[src/rtl/keypad_scan.sv]
// 4x4 matrix keypad scanner: drives one column low at a time, debounces a single
// pressed key and holds it as a one-hot code until a debounced release.
module keypad_scan #(
  parameter int unsigned SCAN_DIV     = 50000,
  parameter int unsigned DEBOUNCE_CYC = 500000
) (
  input  logic        clk,
  input  logic        RSTn,
  input  logic [3:0]  row,
  output logic [3:0]  col,
  output logic [15:0] onehot,
  output logic        key_pulse
);

  localparam int unsigned DW = (SCAN_DIV > 1) ? $clog2(SCAN_DIV) : 1;
  localparam int unsigned CW = (DEBOUNCE_CYC > 1) ? $clog2(DEBOUNCE_CYC) : 1;
  localparam logic [DW-1:0] DWELL_LAST = DW'(SCAN_DIV - 1);
  localparam logic [CW-1:0] CNT_LAST   = CW'(DEBOUNCE_CYC - 1);

  typedef enum logic [1:0] {
    ST_SCAN,
    ST_DEBOUNCE,
    ST_HOLD,
    ST_RELEASE
  } state_e;

  state_e        state_q, state_d;
  logic [3:0]    row_m_q, row_s_q;
  logic [1:0]    col_idx_q, col_idx_d;
  logic [1:0]    row_idx_q, row_idx_d;
  logic [DW-1:0] dwell_q, dwell_d;
  logic [CW-1:0] cnt_q, cnt_d;
  logic [3:0]    pat_q, pat_d;
  logic [3:0]    col_q, col_d;
  logic [15:0]   onehot_q, onehot_d;
  logic          pulse_q, pulse_d;

  logic [3:0]    row_low;
  logic          single_low;
  logic [1:0]    row_enc;
  logic [CW-1:0] cnt_step;

  assign row_low    = ~row_s_q;
  assign single_low = (row_low != 4'h0) && ((row_low & (row_low - 4'd1)) == 4'h0);
  // The sample counter covers the accepting cycle itself, so acceptance fires
  // as the incremented count lands on its terminal value.
  assign cnt_step   = (cnt_q == CNT_LAST) ? cnt_q : cnt_q + CW'(1);

  always_comb begin
    row_enc = '0;
    for (int unsigned i = 0; i < 4; i++) begin
      if (!row_s_q[i]) row_enc = 2'(i);
    end
  end

  always_ff @(posedge clk or negedge RSTn) begin
    if (!RSTn) begin
      row_m_q   <= '1;
      row_s_q   <= '1;
      state_q   <= ST_SCAN;
      col_idx_q <= '0;
      row_idx_q <= '0;
      dwell_q   <= '0;
      cnt_q     <= '0;
      pat_q     <= '1;
      col_q     <= 4'b1110;
      onehot_q  <= '0;
      pulse_q   <= 1'b0;
    end else begin
      row_m_q   <= row;
      row_s_q   <= row_m_q;
      state_q   <= state_d;
      col_idx_q <= col_idx_d;
      row_idx_q <= row_idx_d;
      dwell_q   <= dwell_d;
      cnt_q     <= cnt_d;
      pat_q     <= pat_d;
      col_q     <= col_d;
      onehot_q  <= onehot_d;
      pulse_q   <= pulse_d;
    end
  end

  always_comb begin
    state_d   = state_q;
    col_idx_d = col_idx_q;
    row_idx_d = row_idx_q;
    dwell_d   = dwell_q;
    cnt_d     = cnt_q;
    pat_d     = pat_q;
    onehot_d  = onehot_q;
    pulse_d   = 1'b0;

    unique case (state_q)
      ST_SCAN: begin
        if (dwell_q == DWELL_LAST) begin
          if (single_low) begin
            pat_d     = row_s_q;
            row_idx_d = row_enc;
            cnt_d     = '0;
            state_d   = ST_DEBOUNCE;
          end else begin
            col_idx_d = col_idx_q + 2'd1;
            dwell_d   = '0;
          end
        end else begin
          dwell_d = dwell_q + DW'(1);
        end
      end

      ST_DEBOUNCE: begin
        if (row_s_q == pat_q) begin
          cnt_d = cnt_step;
          if (cnt_step == CNT_LAST) begin
            onehot_d = 16'h0001 << {row_idx_q, col_idx_q};
            pulse_d  = 1'b1;
            state_d  = ST_HOLD;
          end
        end else begin
          col_idx_d = col_idx_q + 2'd1;
          dwell_d   = '0;
          state_d   = ST_SCAN;
        end
      end

      ST_HOLD: begin
        if (row_s_q == 4'hF) begin
          cnt_d   = '0;
          state_d = ST_RELEASE;
        end
      end

      ST_RELEASE: begin
        if (row_s_q == 4'hF) begin
          cnt_d = cnt_step;
          if (cnt_step == CNT_LAST) begin
            onehot_d  = '0;
            col_idx_d = col_idx_q + 2'd1;
            dwell_d   = '0;
            state_d   = ST_SCAN;
          end
        end else begin
          state_d = ST_HOLD;
        end
      end

      default: state_d = ST_SCAN;
    endcase

    col_d = ~(4'b0001 << col_idx_d);
  end

  assign col       = col_q;
  assign onehot    = onehot_q;
  assign key_pulse = pulse_q;

endmodule
[config.mk]
export PLATFORM = sky130hd
export DESIGN_NAME = keypad_scan
export DESIGN_NICKNAME = d
export VERILOG_FILES = /design/src/rtl/keypad_scan.sv
export SDC_FILE = /design/constraint.sdc
export NUM_CORES = 1
export LEC_CHECK = 0
export ABC_CLOCK_PERIOD_IN_PS = 3050
export CORE_MARGIN = 3
export CORE_UTILIZATION = 42
export CTS_CLUSTER_SIZE = 8
export DETAILED_ROUTE_END_ITERATION = 6
export PLACE_DENSITY = 0.6
export SYNTH_ARGS = -nofsm -noshare
export SYNTH_HDL_FRONTEND = slang
export SYNTH_SLANG_ARGS = --single-unit
[constraint.sdc]
create_clock -name clk -period 3.05 [get_ports clk]
set_clock_uncertainty 0.2 [all_clocks]
set_input_delay 0.4575 -clock clk [delete_from_list [all_inputs] [get_ports clk]]
set_output_delay 0.4575 -clock clk [all_outputs]
set_load 0.02 [all_outputs]
==> flow_summary.html <==
<table>
<tr><th>Metric</th><th>Value</th></tr>
<tr><th colspan="2">Layout</th></tr>
<tr><td>FF/Latch Area</td><td>0.001874 mm²</td></tr>
<tr><td>NumNets Final</td><td>561</td></tr>
<tr><td>Number of standard cells in the layout, taps in and fillers out</td><td>687</td></tr>
<tr><td>Area Overhead vs Synth</td><td>21.65%</td></tr>
<tr><td>Antenna Diode Count</td><td>0</td></tr>
<tr><td>Multi-input gate area in the final layout</td><td>0.002377 mm²</td></tr>
<tr><td>Share of layout cells above drive strength 1</td><td>24.19%</td></tr>
<tr><td>Fill cell count</td><td>923</td></tr>
<tr><th colspan="2">Clocking</th></tr>
<tr><td>Count of hold-fix buffers inserted at cts</td><td>0</td></tr>
<tr><td>Clock H-tree levels</td><td>3</td></tr>
<tr><td>Clock tree from TritonCTS</td><td>done</td></tr>
<tr><td>Cts bufs inserted</td><td>9</td></tr>
<tr><td>Clock-pin transition on the worst setup and hold timing paths</td><td>80 ps</td></tr>
<tr><td>CTS Root Buffer Type</td><td>sky130_fd_sc_hd__clkbuf_8</td></tr>
<tr><td>Clock latency at the later pin of the worst-skew pair</td><td>350 ps</td></tr>
<tr><td>Clk buf depth</td><td>2</td></tr>
<tr><td>Clk sinks</td><td>74</td></tr>
<tr><th colspan="2">Route</th></tr>
<tr><td>First-pass DRT Iterations</td><td>4</td></tr>
<tr><td>Wire length per cell after detailed routing</td><td>15.16 µm</td></tr>
<tr><td>Total vias in the final route</td><td>3794</td></tr>
<tr><td>Final wirelength</td><td>10.41 mm</td></tr>
<tr><td>Vias per cell</td><td>5.523</td></tr>
<tr><td>Number of design rule violations left after detail routing</td><td>0</td></tr>
<tr><td>Final antenna-violating net count</td><td>0</td></tr>
<tr><td>Starting DRT DRC Count</td><td>144</td></tr>
<tr><th colspan="2">STA</th></tr>
<tr><td>Final Setup Violations</td><td>0</td></tr>
<tr><td>Final critical-path required period</td><td>3022 ps</td></tr>
<tr><td>Final Hold Viols</td><td>0</td></tr>
<tr><td>RSZ-0062 raised after global routing</td><td>true</td></tr>
<tr><td>Worst relative slew slack</td><td>38.07%</td></tr>
<tr><td>Transition time at the pin with the least slew margin</td><td>929.0 ps</td></tr>
<tr><td>Fmax</td><td>330.9 MHz</td></tr>
<tr><td>Minimum setup slack in the final design</td><td>27.73 ps</td></tr>
<tr><td>Final-report max-slew violation count</td><td>0</td></tr>
<tr><td>Period Utilization, post-route</td><td>99.09%</td></tr>
<tr><th colspan="2">Floorplanning</th></tr>
<tr><td>Die boundary height</td><td>109.1 µm</td></tr>
<tr><td>Placeable core area</td><td>0.01004 mm²</td></tr>
<tr><td>Placement row count</td><td>36</td></tr>
<tr><td>Starting Density</td><td>44.42%</td></tr>
<tr><td>Die outline area</td><td>0.01190 mm²</td></tr>
<tr><td>Horizontal extent of the die</td><td>109.1 µm</td></tr>
<tr><td>Top-Level Pins</td><td>27</td></tr>
<tr><th colspan="2">Synthesis</th></tr>
<tr><td>Leading post-synthesis cells by cell area</td><td>sky130_fd_sc_hd__dfrtp_1 (33%), sky130_fd_sc_hd__dfstp_2 (8.8%), sky130_fd_sc_hd__nand2_1 (4.6%), sky130_fd_sc_hd__mux2i_1 (4.3%), sky130_fd_sc_hd__o21ai_0 (4.3%)</td></tr>
<tr><td>Cell area after synthesis</td><td>0.004462 mm²</td></tr>
<tr><td>Number of warning messages in the yosys log</td><td>0</td></tr>
<tr><td>Leading cell type by number of instances after synthesis</td><td>sky130_fd_sc_hd__dfrtp_1</td></tr>
<tr><td>Predominant post-synthesis flop cell</td><td>sky130_fd_sc_hd__dfrtp_1</td></tr>
<tr><td>Net count after synthesis</td><td>497</td></tr>
<tr><td>Number of flops mapped to enable cells by yosys</td><td>0</td></tr>
<tr><td>Number of library cell types mapped by synthesis</td><td>71</td></tr>
<tr><td>Fraction of post-synthesis cell area in the top cell type by area</td><td>33.09%</td></tr>
<tr><td>Mapped Cells</td><td>485</td></tr>
<tr><td>FFs w/ async S/R, synth</td><td>100.0%</td></tr>
<tr><td>Mapped Avg Cell Area</td><td>9.200 µm²</td></tr>
<tr><td>Cell taking the most area after synthesis</td><td>sky130_fd_sc_hd__dfrtp_1</td></tr>
<tr><td>Share of the yosys chip area belonging to registers</td><td>41.92%</td></tr>
<tr><td>Register bit total from synthesis</td><td>74</td></tr>
<tr><td>Commonest cells post-synth</td><td>sky130_fd_sc_hd__dfrtp_1 (59), sky130_fd_sc_hd__nand2_1 (55), sky130_fd_sc_hd__o21ai_0 (38), sky130_fd_sc_hd__a21oi_1 (33), sky130_fd_sc_hd__inv_1 (27)</td></tr>
<tr><th colspan="2">Min path</th></tr>
<tr><td>Path type of the worst min-delay path</td><td>input pin to async pin</td></tr>
<tr><th colspan="2">Global routing</th></tr>
<tr><td>Maximum number of pins on one net before global-route repair</td><td>75</td></tr>
<tr><td>First-pass GRT wire length</td><td>17.25 mm</td></tr>
<tr><td>Number of antenna violations at the first check in global routing</td><td>0</td></tr>
<tr><td>Total gr overflow</td><td>0</td></tr>
<tr><td>Global-route usage over all layers</td><td>18.31%</td></tr>
<tr><td>Vias in the first global route</td><td>3581</td></tr>
<tr><th colspan="2">Critical path</th></tr>
<tr><td>Critical Path Sink Type</td><td>register</td></tr>
<tr><td>Crit Path Class</td><td>register to register</td></tr>
<tr><td>Required time of the critical path</td><td>3140 ps</td></tr>
<tr><td>CP arrival</td><td>3110 ps</td></tr>
<tr><td>CP max FO</td><td>5</td></tr>
<tr><td>Startpoint type of the worst setup path</td><td>register</td></tr>
<tr><th colspan="2">Power and ir drop</th></tr>
<tr><td>Part of the total power dissipated in combinational logic</td><td>1.9%</td></tr>
<tr><td>Internal power component</td><td>1399 µW</td></tr>
<tr><td>Switch share</td><td>22.40%</td></tr>
<tr><td>Sequential cell fraction of total power</td><td>55.3%</td></tr>
<tr><td>Sw power</td><td>403.9 µW</td></tr>
<tr><td>IR drop worst, VDD</td><td>289.8 µV</td></tr>
<tr><td>Clock share of power</td><td>42.9%</td></tr>
<tr><td>Static leakage power</td><td>0.002320 µW</td></tr>
<tr><td>Power per cell area</td><td>332.2 mW/mm²</td></tr>
<tr><th colspan="2">Placed design</th></tr>
<tr><td>Cell count after placement</td><td>667</td></tr>
<tr><td>Port Buffer Count</td><td>26</td></tr>
<tr><td>GP Congestion</td><td>0.9099</td></tr>
<tr><td>Setup WS pre-CTS</td><td>-64.85 ps</td></tr>
<tr><td>Half-perimeter wire length of the detailed placement result</td><td>7.545 mm</td></tr>
<tr><th colspan="2">Run status</th></tr>
<tr><td>Result of the run</td><td>finished, final reports clean</td></tr>
<tr><th colspan="2">Flow run</th></tr>
<tr><td>Number of max-capacitance violations reported</td><td>0</td></tr>
</table>
power groups by stage:
stage	registers, µW	logic (µW)	clock network, µW
global route	998	39.4	844
finish	997	33.4	773
global placement	1020	35.2	0
floorplan	1010	10.4	0
detailed placement	1020	35.5	0
CTS	997	35.4	801
layer usage:
| metal | global-route usage [%] | part of all wire (%) |
|---|---|---|
| met5 | 0 | 0 |
| met4 | 6.222 | 1.9 |
| met3 | 3.138 | 3.0 |
| met2 | 30.31 | 48 |
| met1 | 24.21 | 47 |
worst paths after layout:
kind,from,end,slack (ps),depth (start not counted)
max reg2reg,cnt_q[1],col[1],30,9
max in group asynchronous,RSTn,cnt_q[1],1960,1
max,cnt_q[1],col[1],30,9
min in group clk,row_m_q[0],row_s_q[0],160,0
min reg2reg,row_m_q[0],row_s_q[0],160,0
min,RSTn,dwell_q[7],40,1
through the flow:
step	utilization [%]	cell area (µm²)	TNS, ps	power, µW	hold WS (ps)
finish	54.04	5428	0	1803	42.18
detailed placement	51.10	5132	-230.2	1051	147.3
global placement	51.10	5132	0	1050	145.6
floorplan	-	4489	-11.46	1022	-38.09
CTS	53.40	5364	-0.4787	1833	78.22
global route	54.04	5428	-138.6	1881	123.3
sequential cells by signal (all words and copies together), names as in the netlist, 2 cells and up:
name,flops
cnt_q,19
col,4
col_idx_q,2
dwell_q,16
onehot,16
pat_q,4
row_idx_q,2
row_m_q,4
row_s_q,4
state_q,2
timing repair:
action,in CTS,in global routing
endpoints found under the hold margin,0,0
endpoints found under the setup margin,14,39
gates resized for setup,5,13
buffers inserted,2,2
pin swaps,3,4
worst max-delay path, cell delays in order (launching register included):
cell and delay, ps:
sky130_fd_sc_hd__dfrtp_2 420, sky130_fd_sc_hd__ha_4 180, sky130_fd_sc_hd__and3_4 180, sky130_fd_sc_hd__a211o_1 300, sky130_fd_sc_hd__a22oi_2 200, sky130_fd_sc_hd__o211ai_1 150
sky130_fd_sc_hd__or4_4 510, sky130_fd_sc_hd__or4_4 510, sky130_fd_sc_hd__a31oi_4 190, sky130_fd_sc_hd__nand2b_1 130
logic make-up (layout without fill, tap and decap cells):
family | Yosys count | after routing | share of synthesized area (%)
xor gates and xnor gates | 10 | 10 | 2.384
AOI/OAI and AO/OA | 115 | 115 | 16.29
DFF | 74 | 74 | 41.92
and+or+nand+nor | 197 | 197 | 25.30
adders and majority gates | 6 | 6 | 1.683
muxes | 24 | 24 | 5.608
buffers and inverters | 59 | 128 | 6.814
placed cells by master (no fill, tap or decap), types with 4 or more instances in the layout:
master / n
sky130_fd_sc_hd__mux2_2: 4
sky130_fd_sc_hd__and3_1: 7
sky130_fd_sc_hd__clkdlybuf4s50_1: 25
sky130_fd_sc_hd__mux2i_1: 19
sky130_fd_sc_hd__xor2_1: 6
sky130_fd_sc_hd__nand4_1: 16
sky130_fd_sc_hd__or3_1: 10
sky130_fd_sc_hd__nand3_1: 16
sky130_fd_sc_hd__nand4b_1: 6
sky130_fd_sc_hd__or4_1: 9
sky130_fd_sc_hd__buf_4: 59
sky130_fd_sc_hd__nand2_1: 55
sky130_fd_sc_hd__nor3_1: 6
sky130_fd_sc_hd__o21ai_0: 37
sky130_fd_sc_hd__clkbuf_8: 10
sky130_fd_sc_hd__ha_1: 5
sky130_fd_sc_hd__inv_1: 27
sky130_fd_sc_hd__a21oi_1: 31
sky130_fd_sc_hd__a22o_1: 7
sky130_fd_sc_hd__dfrtp_1: 56
sky130_fd_sc_hd__nand2b_1: 4
sky130_fd_sc_hd__dfstp_2: 15
sky130_fd_sc_hd__nor2_1: 24
sky130_fd_sc_hd__nor4_1: 4
sky130_fd_sc_hd__o31ai_1: 5
sky130_fd_sc_hd__o211ai_1: 7
layout make-up:
class | instances | share of cell area, %
clock inverter | 5 | 0.9912
multi-input combinational | 352 | 43.80
inverter | 27 | 1.867
sequential | 74 | 34.53
timing repair buffer | 85 | 13.14
clock buffer | 11 | 2.605
tap | 133 | 3.066
(Power assumes the default switching activity.)
